**src/rtl/msync_acq_ctrl.sv**
```systemverilog
// Acquisition/tracking controller for the 31-chip m-sequence despreader (SEARCH -> VERIFY -> LOCK).
// Optional build macro MSYNC_CORR_OUT_EN adds a registered corr_out debug port.
module msync_acq_ctrl #(
    parameter int           N        = 31,
    parameter logic [N-1:0] TEMPLATE = 31'b0110010011111011100010101101000,
    parameter int           THRESH   = 28,
    parameter int           CONFIRM  = 2,
    parameter int           MISS_MAX = 3
) (
    input  logic         clk,
    input  logic         rst_n,
    input  logic         signal,
    output logic [N-1:0] buff_wr,
    output logic [1:0]   state,
    output logic         locked,
    output logic [4:0]   phase,
    output logic         sync_pulse
`ifdef MSYNC_CORR_OUT_EN
    ,
    output logic [5:0]   corr_out
`endif
);

    typedef enum logic [1:0] {
        SEARCH = 2'd0,
        VERIFY = 2'd1,
        LOCK   = 2'd2
    } state_t;

    localparam int CW = $clog2(CONFIRM + 1);
    localparam int MW = $clog2(MISS_MAX + 1);

    function automatic logic [5:0] match_count(input logic [N-1:0] win);
        logic [5:0] cnt;
        cnt = '0;
        for (int i = 0; i < N; i++) begin
            cnt = cnt + {5'd0, ~(win[i] ^ TEMPLATE[i])};
        end
        return cnt;
    endfunction

    logic [N-1:0] buff_q, buff_d;
    state_t       state_q, state_d;
    logic         locked_q, locked_d;
    logic [4:0]   phase_q, phase_d, phase_inc;
    logic         sync_q, sync_d;
    logic [CW-1:0] confirm_q, confirm_d;
    logic [MW-1:0] miss_q, miss_d;
    logic [5:0]   corr;
    logic         peak;
    logic         on_time;

    // Correlation is taken from the registered window, so a chip is acted on one edge after it lands.
    assign corr      = match_count(buff_q);
    assign peak      = (corr >= 6'(THRESH));
    assign on_time   = (phase_q == 5'(N - 1));
    assign phase_inc = on_time ? 5'd0 : phase_q + 5'd1;

    always_comb begin
        buff_d    = {buff_q[N-2:0], signal};
        state_d   = state_q;
        phase_d   = phase_inc;
        confirm_d = confirm_q;
        miss_d    = miss_q;
        sync_d    = 1'b0;
        case (state_q)
            SEARCH: begin
                if (peak) begin
                    state_d   = VERIFY;
                    phase_d   = 5'd0;
                    confirm_d = '0;
                end
            end
            VERIFY: begin
                if (on_time) begin
                    if (!peak) begin
                        state_d = SEARCH;
                    end else if (confirm_q >= CW'(CONFIRM - 1)) begin
                        state_d = LOCK;
                        miss_d  = '0;
                    end else begin
                        confirm_d = confirm_q + CW'(1);
                    end
                end
            end
            LOCK: begin
                // Off-time peaks are ignored: no re-phasing once locked.
                if (on_time) begin
                    if (peak) begin
                        sync_d = 1'b1;
                        miss_d = '0;
                    end else begin
                        if (miss_q < MW'(MISS_MAX)) miss_d = miss_q + MW'(1);
                        if (miss_q >= MW'(MISS_MAX - 1)) state_d = SEARCH;
                    end
                end
            end
            default: state_d = SEARCH;
        endcase
        locked_d = (state_d == LOCK);
    end

    always_ff @(posedge clk or negedge rst_n) begin
        if (!rst_n) begin
            buff_q    <= '0;
            state_q   <= SEARCH;
            locked_q  <= 1'b0;
            phase_q   <= 5'd0;
            sync_q    <= 1'b0;
            confirm_q <= '0;
            miss_q    <= '0;
        end else begin
            buff_q    <= buff_d;
            state_q   <= state_d;
            locked_q  <= locked_d;
            phase_q   <= phase_d;
            sync_q    <= sync_d;
            confirm_q <= confirm_d;
            miss_q    <= miss_d;
        end
    end

`ifdef MSYNC_CORR_OUT_EN
    logic [5:0] corr_q;

    always_ff @(posedge clk or negedge rst_n) begin
        if (!rst_n) begin
            corr_q <= 6'd0;
        end else begin
            corr_q <= corr;
        end
    end

    assign corr_out = corr_q;
`endif

    assign buff_wr    = buff_q;
    assign state      = state_q;
    assign locked     = locked_q;
    assign phase      = phase_q;
    assign sync_pulse = sync_q;

endmodule

```
**config.mk**
```make
export PLATFORM = sky130hd
export DESIGN_NAME = msync_acq_ctrl
export DESIGN_NICKNAME = d
export VERILOG_FILES = /design/src/rtl/msync_acq_ctrl.sv
export SDC_FILE = /design/constraint.sdc
export NUM_CORES = 1
export LEC_CHECK = 0
export CAP_MARGIN = 40
export CORE_MARGIN = 2
export CORE_UTILIZATION = 45
export DETAILED_ROUTE_END_ITERATION = 10
export DONT_BUFFER_PORTS = 1
export PLACE_DENSITY = 0.71
export SETUP_SLACK_MARGIN = 0.3
export SYNTH_ARGS = -nofsm -noshare
export SYNTH_HDL_FRONTEND = slang
export SYNTH_SLANG_ARGS = --single-unit
```
**constraint.sdc**
```tcl
create_clock -name clk -period 5.4 [get_ports clk]
set_input_delay 0.27 -clock clk [delete_from_list [all_inputs] [get_ports clk]]
set_output_delay 0.27 -clock clk [all_outputs]
set_load 0.02 [all_outputs]
```
==> run_results.csv, run 1 <==
group,metric,value,unit
setup_path,cp-end-kind,"register",
global_route,grt.busiest_layer,"met2",
setup_path,cp_slowest_cell,"fa_1",
detailed_routing,drc,0,
yosys,syn_nets,230,
setup_path,crit_fanout,5,
setup_path,max_stage_delay,520,ps
finish,fin_area,2720,um^2
sta,finalSetupViolCount,0,
setup_path,r2r_slack,190,ps
die,die_x,75.6,um
clock_tree,clock-root-buffer,"clkbuf_8",
power,peakVddDrop,0.395,mV
setup_path,crit_chain,"inv_2 -> fa_1 -> fa_1 -> inv_2 -> fa_1 -> inv_2 -> fa_1 -> fa_1 -> fa_1 -> inv_2 -> fa_2 -> fa_2 -> or2b_1 -> o21ai_2 -> nand4_4 -> o21a_4 -> o32ai_2",
sta,fmax,192,MHz
yosys,ys_warn_count,0,
finish,fin_cells,288,
global_route,grt_pass1_wl,6640,um
sta,hold_viol_final,0,
clock_tree,clk_path_buf_depth,2,
setup_path,r2r-end,"state[0]",
setup_path,path_class,"register to register",
setup_path,cp-start-kind,"register",
worst_hold_path,hp-class,"primary input to asynchronous set/reset pin",
die,core_area,5040,um^2
setup_path,r2r_cells,17,
setup_path,cp-endpoint,"state[0]",
global_route,met2_usage,25.0,%
detailed_routing,wl,4090,um
yosys,synth_area,2310,um^2
sta,slew_headroom,73.1,%
die,die_h,75.6,um
sta,timing.final.crit_share,96.4,%
power,leakagePower,0.00132,uW
setup_path,worst_path_most_repeated_cell,"fa_1",
yosys,netlist_instances,192,
clock_tree,cts.clk_slew.worst_paths,80,ps
detailed_routing,vias_per_cell,4.71,
setup_path,worst_ep_required_time,5610,ps
die,num_rows,26,
die,io-pin-count,43,
yosys,syn_area_per_cell,12.0,um^2
yosys,synth.most_common_cell,"inv_1",
yosys,synth_cell_types,28,
setup_path,rr_startpoint,"buff_wr[21]",
detailed_routing,drtIter0Drc,43,
setup_path,cp-startpoint,"buff_wr[21]",
clock_tree,cts.sink_count,44,
finish,multi_input_area,1050,um^2
die,die_area,5720,um^2
yosys,ys_seq_elements,44,
global_route,gr-total-overflow,0,
sta,finalMaxSlewViolations,0,
yosys,synth_area_leaders,"dfrtp_1 (48%), fa_1 (20%), inv_1 (8.0%)",
yosys,synth_edf_count,0,
detailed_routing,ant_nets,0,
finish,fillers,451,
placed_design,place_hpwl,3200,um
clock_tree,clock_latency,300,ps
yosys,synthTopCellsByCount,"inv_1 (49), dfrtp_1 (44), fa_1 (23)",
setup_path,crit_buf_inv,4,
finish,final_nets,255,
detailed_routing,dr.pass1.iters,4,
sta,skew,10.3,ps
yosys,synthArstFlopShare,100,%
global_route,track_usage,16.1,%
clock_tree,h-tree-depth,2,
flow_run,maxCapViolations,0,
clock_tree,cts_tree,"done",
yosys,synth-main-ff-cell,"dfrtp_1",
global_route,grt_pass1_vias,1329,
global_route,gr-usage-met1,21.6,%
global_route,grtUsageMet3,5.29,%
placed_design,port_buffers,0,
finish,diodes,0,
yosys,synth_seq_area_share,47.7,%
detailed_routing,wl_per_cell,14.2,um
power,powerDensity,671,nW/um^2
finish,ff_latch_area,1120,um^2
yosys,yosys.area.top_type,"dfrtp_1",
placed_design,gp_congestion,0.766,
sta,holdWs,464,ps
global_route,grt_max_degree,45,
die,start_util,45.8,%
finish,drive_gt1_share,26.1,%
placed_design,placed_cells,276,
placed_design,place_area,2520,um^2
yosys,synth_top_cell_area_share,47.7,%
sta,max_slew.worst_pin.slew,403,ps
run_status,status,"finished clean",
sta,fin_crit,5210,ps
clock_tree,cts_buffers,5,
finish,synthToLayoutAreaGrowth,17.8,%
setup_path,critPathArrivalTime,5420,ps
sta,rsz0062_at_grt,"yes",
detailed_routing,num_vias,1356,
global_route,antenna_found_initial,0,
setup_path,cp.depth,17,
setup_path,crit_family,"adder cells",
==> per-stage QoR <==
stage | total power, uW | utilization, % | setup TNS (ps) | setup slack (ps)
global placement | 1450 | 50.0 | 0 | 147
floorplan | 1310 | - | 0 | 243
CTS | 1780 | 53.4 | 0 | 175
finish | 1820 | 53.9 | 0 | 194
global route | 2000 | 53.9 | -3.70 | -3.70
detailed placement | 1480 | 50.0 | 0 | 97.1
==> how the worst min path moves through the flow <==
stage | from | endpoint | depth (start not counted)
after floorplan | rst_n | buff_wr[0] | 0
after global placement | rst_n | buff_wr[2] | 0
after detailed placement | rst_n | buff_wr[4] | 0
after CTS | rst_n | buff_wr[4] | 2
after global routing | rst_n | buff_wr[2] | 2
final | rst_n | buff_wr[14] | 2
==> per-layer routing <==
layer / part of all wire (%) / vias to the layer above
li1: - / 637
met1: 44 / 688
met2: 50 / 27
met3: 5.2 / 4
met4: 1.3 / 0
met5: 0 / -
==> cell usage in the layout (no fill, tap or decap), types with 3 or more instances in the layout <==
master,count
buf_4,16
dfrtp_2,13
ha_1,12
o21ai_0,5
fa_1,21
dfrtp_1,31
nand3_1,3
o21ai_2,3
a21oi_1,5
nand2_1,10
nor2_1,6
clkbuf_8,5
inv_1,41
o211ai_1,4
a211oi_1,4
inv_2,8
nand2b_1,3
==> cell families (layout without fill, tap and decap cells) <==
kind of cell / after synthesis / after routing / synth area share (%)
flops: 44 / 44 / 47.7
simple gates: 32 / 32 / 7.70
xor+xnor: 4 / 4 / 1.84
compound gates: 27 / 27 / 8.08
buf+inv: 50 / 76 / 8.19
fa+ha+maj: 35 / 35 / 26.5
==> what timing repair did <==
action	4_1_cts	5_1_grt
setup endpoints to repair	13	13
gates resized for setup	7	5
hold buffers	3	0
hold endpoints to repair	45	0
setup buffers	0	1
cloned	0	0
pin swaps	13	2
==> registers in the layout, summed over array words and instances (netlist names) <==
register	flops
buff_wr	31
state	2
locked	1
confirm_q	2
phase	5
sync_pulse	1
miss_q	2
==> report_power, final <==
| part | leakage [uW] | internal (uW) | switching [uW] |
|---|---|---|---|
| Sequential | 0.000501 | 371 | 81.5 |
| Clock | 0.0000552 | 137 | 108 |
| Combinational | 0.000760 | 472 | 654 |
| Total | 0.00132 | 980 | 844 |
==> cell type report <==
class	instances	area share, %
clock buffers	6	2.67
clock inverters	2	1.29
inverters	49	6.77
multi-input cells	98	38.8
flip-flops and latches	44	41.1
well taps	70	3.22
repair buffers	19	6.17
Power figures use the tool's default switching activity.
==> inputs of run 2 (changes only) <==
--- a/config.mk
+++ b/config.mk
@@ -9,6 +9,6 @@
 export CORE_MARGIN = 2
-export CORE_UTILIZATION = 45
+export CORE_UTILIZATION = 56
 export DETAILED_ROUTE_END_ITERATION = 10
 export DONT_BUFFER_PORTS = 1
-export PLACE_DENSITY = 0.71
+export PLACE_DENSITY = 0.83
 export SETUP_SLACK_MARGIN = 0.3
==> constraint.sdc (replaced) <==
create_clock -name clk -period 5.4 [get_ports clk]
set_input_delay 1.35 -clock clk [delete_from_list [all_inputs] [get_ports clk]]
set_output_delay 1.35 -clock clk [all_outputs]
set_load 0.02 [all_outputs]
==> run 2 against run 1 <==
Effect of this change:
- setup slack worse by 120 ps
- count of clock-buffer cells in the layout is the same
- combinational power increased by 6%
- sequential power about the same
- hold slack improved by 72 ps
- critical path type unchanged
- highest routed layer unchanged
==> run_results.csv, run 2 (synthesis results as in run 1) <==
group,metric,value,unit
placed_design,port_buffers,0,
clock_tree,cts.clk_slew.worst_paths,80,ps
power,total_power,1900,uW
die,die_h,68.2,um
power,peakVddDrop,0.374,mV
placed_design,placed_cells,256,
detailed_routing,ant_nets,0,
setup_path,critPathArrivalTime,5560,ps
global_route,antenna_found_initial,0,
detailed_routing,drtIter0Drc,115,
setup_path,path_class,"register to register",
die,die_area,4650,um^2
sta,max_slew.worst_pin.slew,447,ps
clock_tree,clock-root-buffer,"clkbuf_8",
clock_tree,clock_latency,300,ps
die,core_area,3970,um^2
sta,slew_headroom,70.2,%
global_route,grt_pass1_vias,1418,
clock_tree,cts.sink_count,44,
sta,finalMaxSlewViolations,0,
detailed_routing,num_vias,1374,
finish,ff_latch_area,1120,um^2
die,start_util,58.1,%
global_route,track_usage,21.8,%
clock_tree,cts_buffers,5,
clock_tree,clk_path_buf_depth,2,
detailed_routing,wl_per_cell,16.7,um
die,die_x,68.2,um
setup_path,crit_fanout,8,
clock_tree,h-tree-depth,2,
die,num_rows,23,
sta,rsz0062_at_grt,"yes",
sta,skew,9.03,ps
global_route,grt_pass1_wl,7020,um
finish,largest_reg_flops,31,
placed_design,gp_congestion,0.833,
finish,fillers,264,
finish,multi_input_area,1060,um^2
sta,timing.final.crit_share,98.6,%
detailed_routing,drc,0,
sta,finalSetupViolCount,0,
placed_design,place_hpwl,3300,um
finish,diodes,0,
worst_hold_path,hp-class,"register to register",
sta,fmax,188,MHz
finish,drive_gt1_share,25.9,%
finish,layout_common_cells,"inv_1 (42), dfrtp_1 (31), fa_1 (21)",
global_route,gr-total-overflow,0,
power,leakagePower,0.00130,uW
global_route,grt_max_degree,45,
die,io-pin-count,43,
setup_path,worst_ep_required_time,5640,ps
finish,fin_cells,266,
setup_path,cp-start-kind,"register",
finish,synthToLayoutAreaGrowth,15.1,%
sta,hold_viol_final,0,
power,powerDensity,716,nW/um^2
finish,final_common_cell,"inv_1",
sta,fin_crit,5330,ps
run_status,status,"finished clean",
setup_path,cp-end-kind,"register",
clock_tree,cts_tree,"done",
setup_path,r2r_slack,70,ps
detailed_routing,vias_per_cell,5.17,
detailed_routing,dr.pass1.iters,4,
detailed_routing,wl,4450,um
finish,final_nets,253,
flow_run,maxCapViolations,0,
## run 2: stage by stage
| stage | worst slack [ps] | instance area (um^2) | TNS, ps | hold WS (ps) | utilization (%) |
|---|---|---|---|---|---|
| 3_3_place_gp | 174 | 2500 | 0 | 511 | 62.9 |
| 3_5_place_dp | 13.6 | 2500 | 0 | 513 | 62.9 |
| 4_1_cts | 105 | 2620 | 0 | 538 | 66.0 |
| 6_report | 74.9 | 2660 | 0 | 536 | 66.9 |
| 2_1_floorplan | 243 | 2330 | 0 | 459 | - |
| 5_1_grt | -89.7 | 2660 | -668 | 552 | 66.9 |
## run 2: repair_timing
item,in CTS,in global routing
setup endpoints to repair,13,13
setup buffers,1,1
pin swaps,7,2
hold buffers,0,0
resized for setup,4,6
## run 2: path summary, 6_finish.rpt
check | cells after the start | to | from
worst max-delay path | 17 | sync_pulse | buff_wr[25]
worst min-delay path | 1 | buff_wr[20] | buff_wr[19]
worst max register to register | 17 | sync_pulse | buff_wr[25]
worst min register to register | 1 | buff_wr[20] | buff_wr[19]
max in group asynchronous | 0 | buff_wr[17] | rst_n
min in group asynchronous | 0 | buff_wr[10] | rst_n
## run 2: where the power goes
part / internal (uW) / leakage, uW / switching [uW] / total (uW)
clock: 137 / 0.0000552 / 113 / 250
sequential: 372 / 0.000501 / 81.9 / 453
combinational: 514 / 0.000748 / 684 / 1200
## run 2: critical path, stage by stage (launching register included)
cell	delay, ps
dfrtp_2	430
inv_2	70
fa_1	440
fa_1	530
inv_2	50
fa_1	490
inv_1	50
fa_1	490
fa_1	440
fa_1	530
inv_2	40
fa_2	370
fa_2	380
or2b_1	250
o21ai_2	80
nand4_4	130
o21ai_4	290
and3_1	220
## run 2: cell type report
class                   instances  share of cell area [%]
flip-flops and latches         44                    42.1
multi-input cells              98                    39.8
inverters                      49                    6.92
repair buffers                 17                    4.80
clock buffers                   6                    2.73
well taps                      50                    2.36
clock inverters                 2                    1.32
## run 2: metal layers
metal | wire (um) | global-route usage, % | vias up | share of wire (%)
li1 | - | - | 636 | -
met1 | 1910 | 29.4 | 699 | 43
met2 | 2190 | 32.3 | 33 | 49
met3 | 267 | 7.24 | 6 | 6.0
met4 | 86 | 9.75 | 0 | 1.9
met5 | 0 | 0 | - | 0
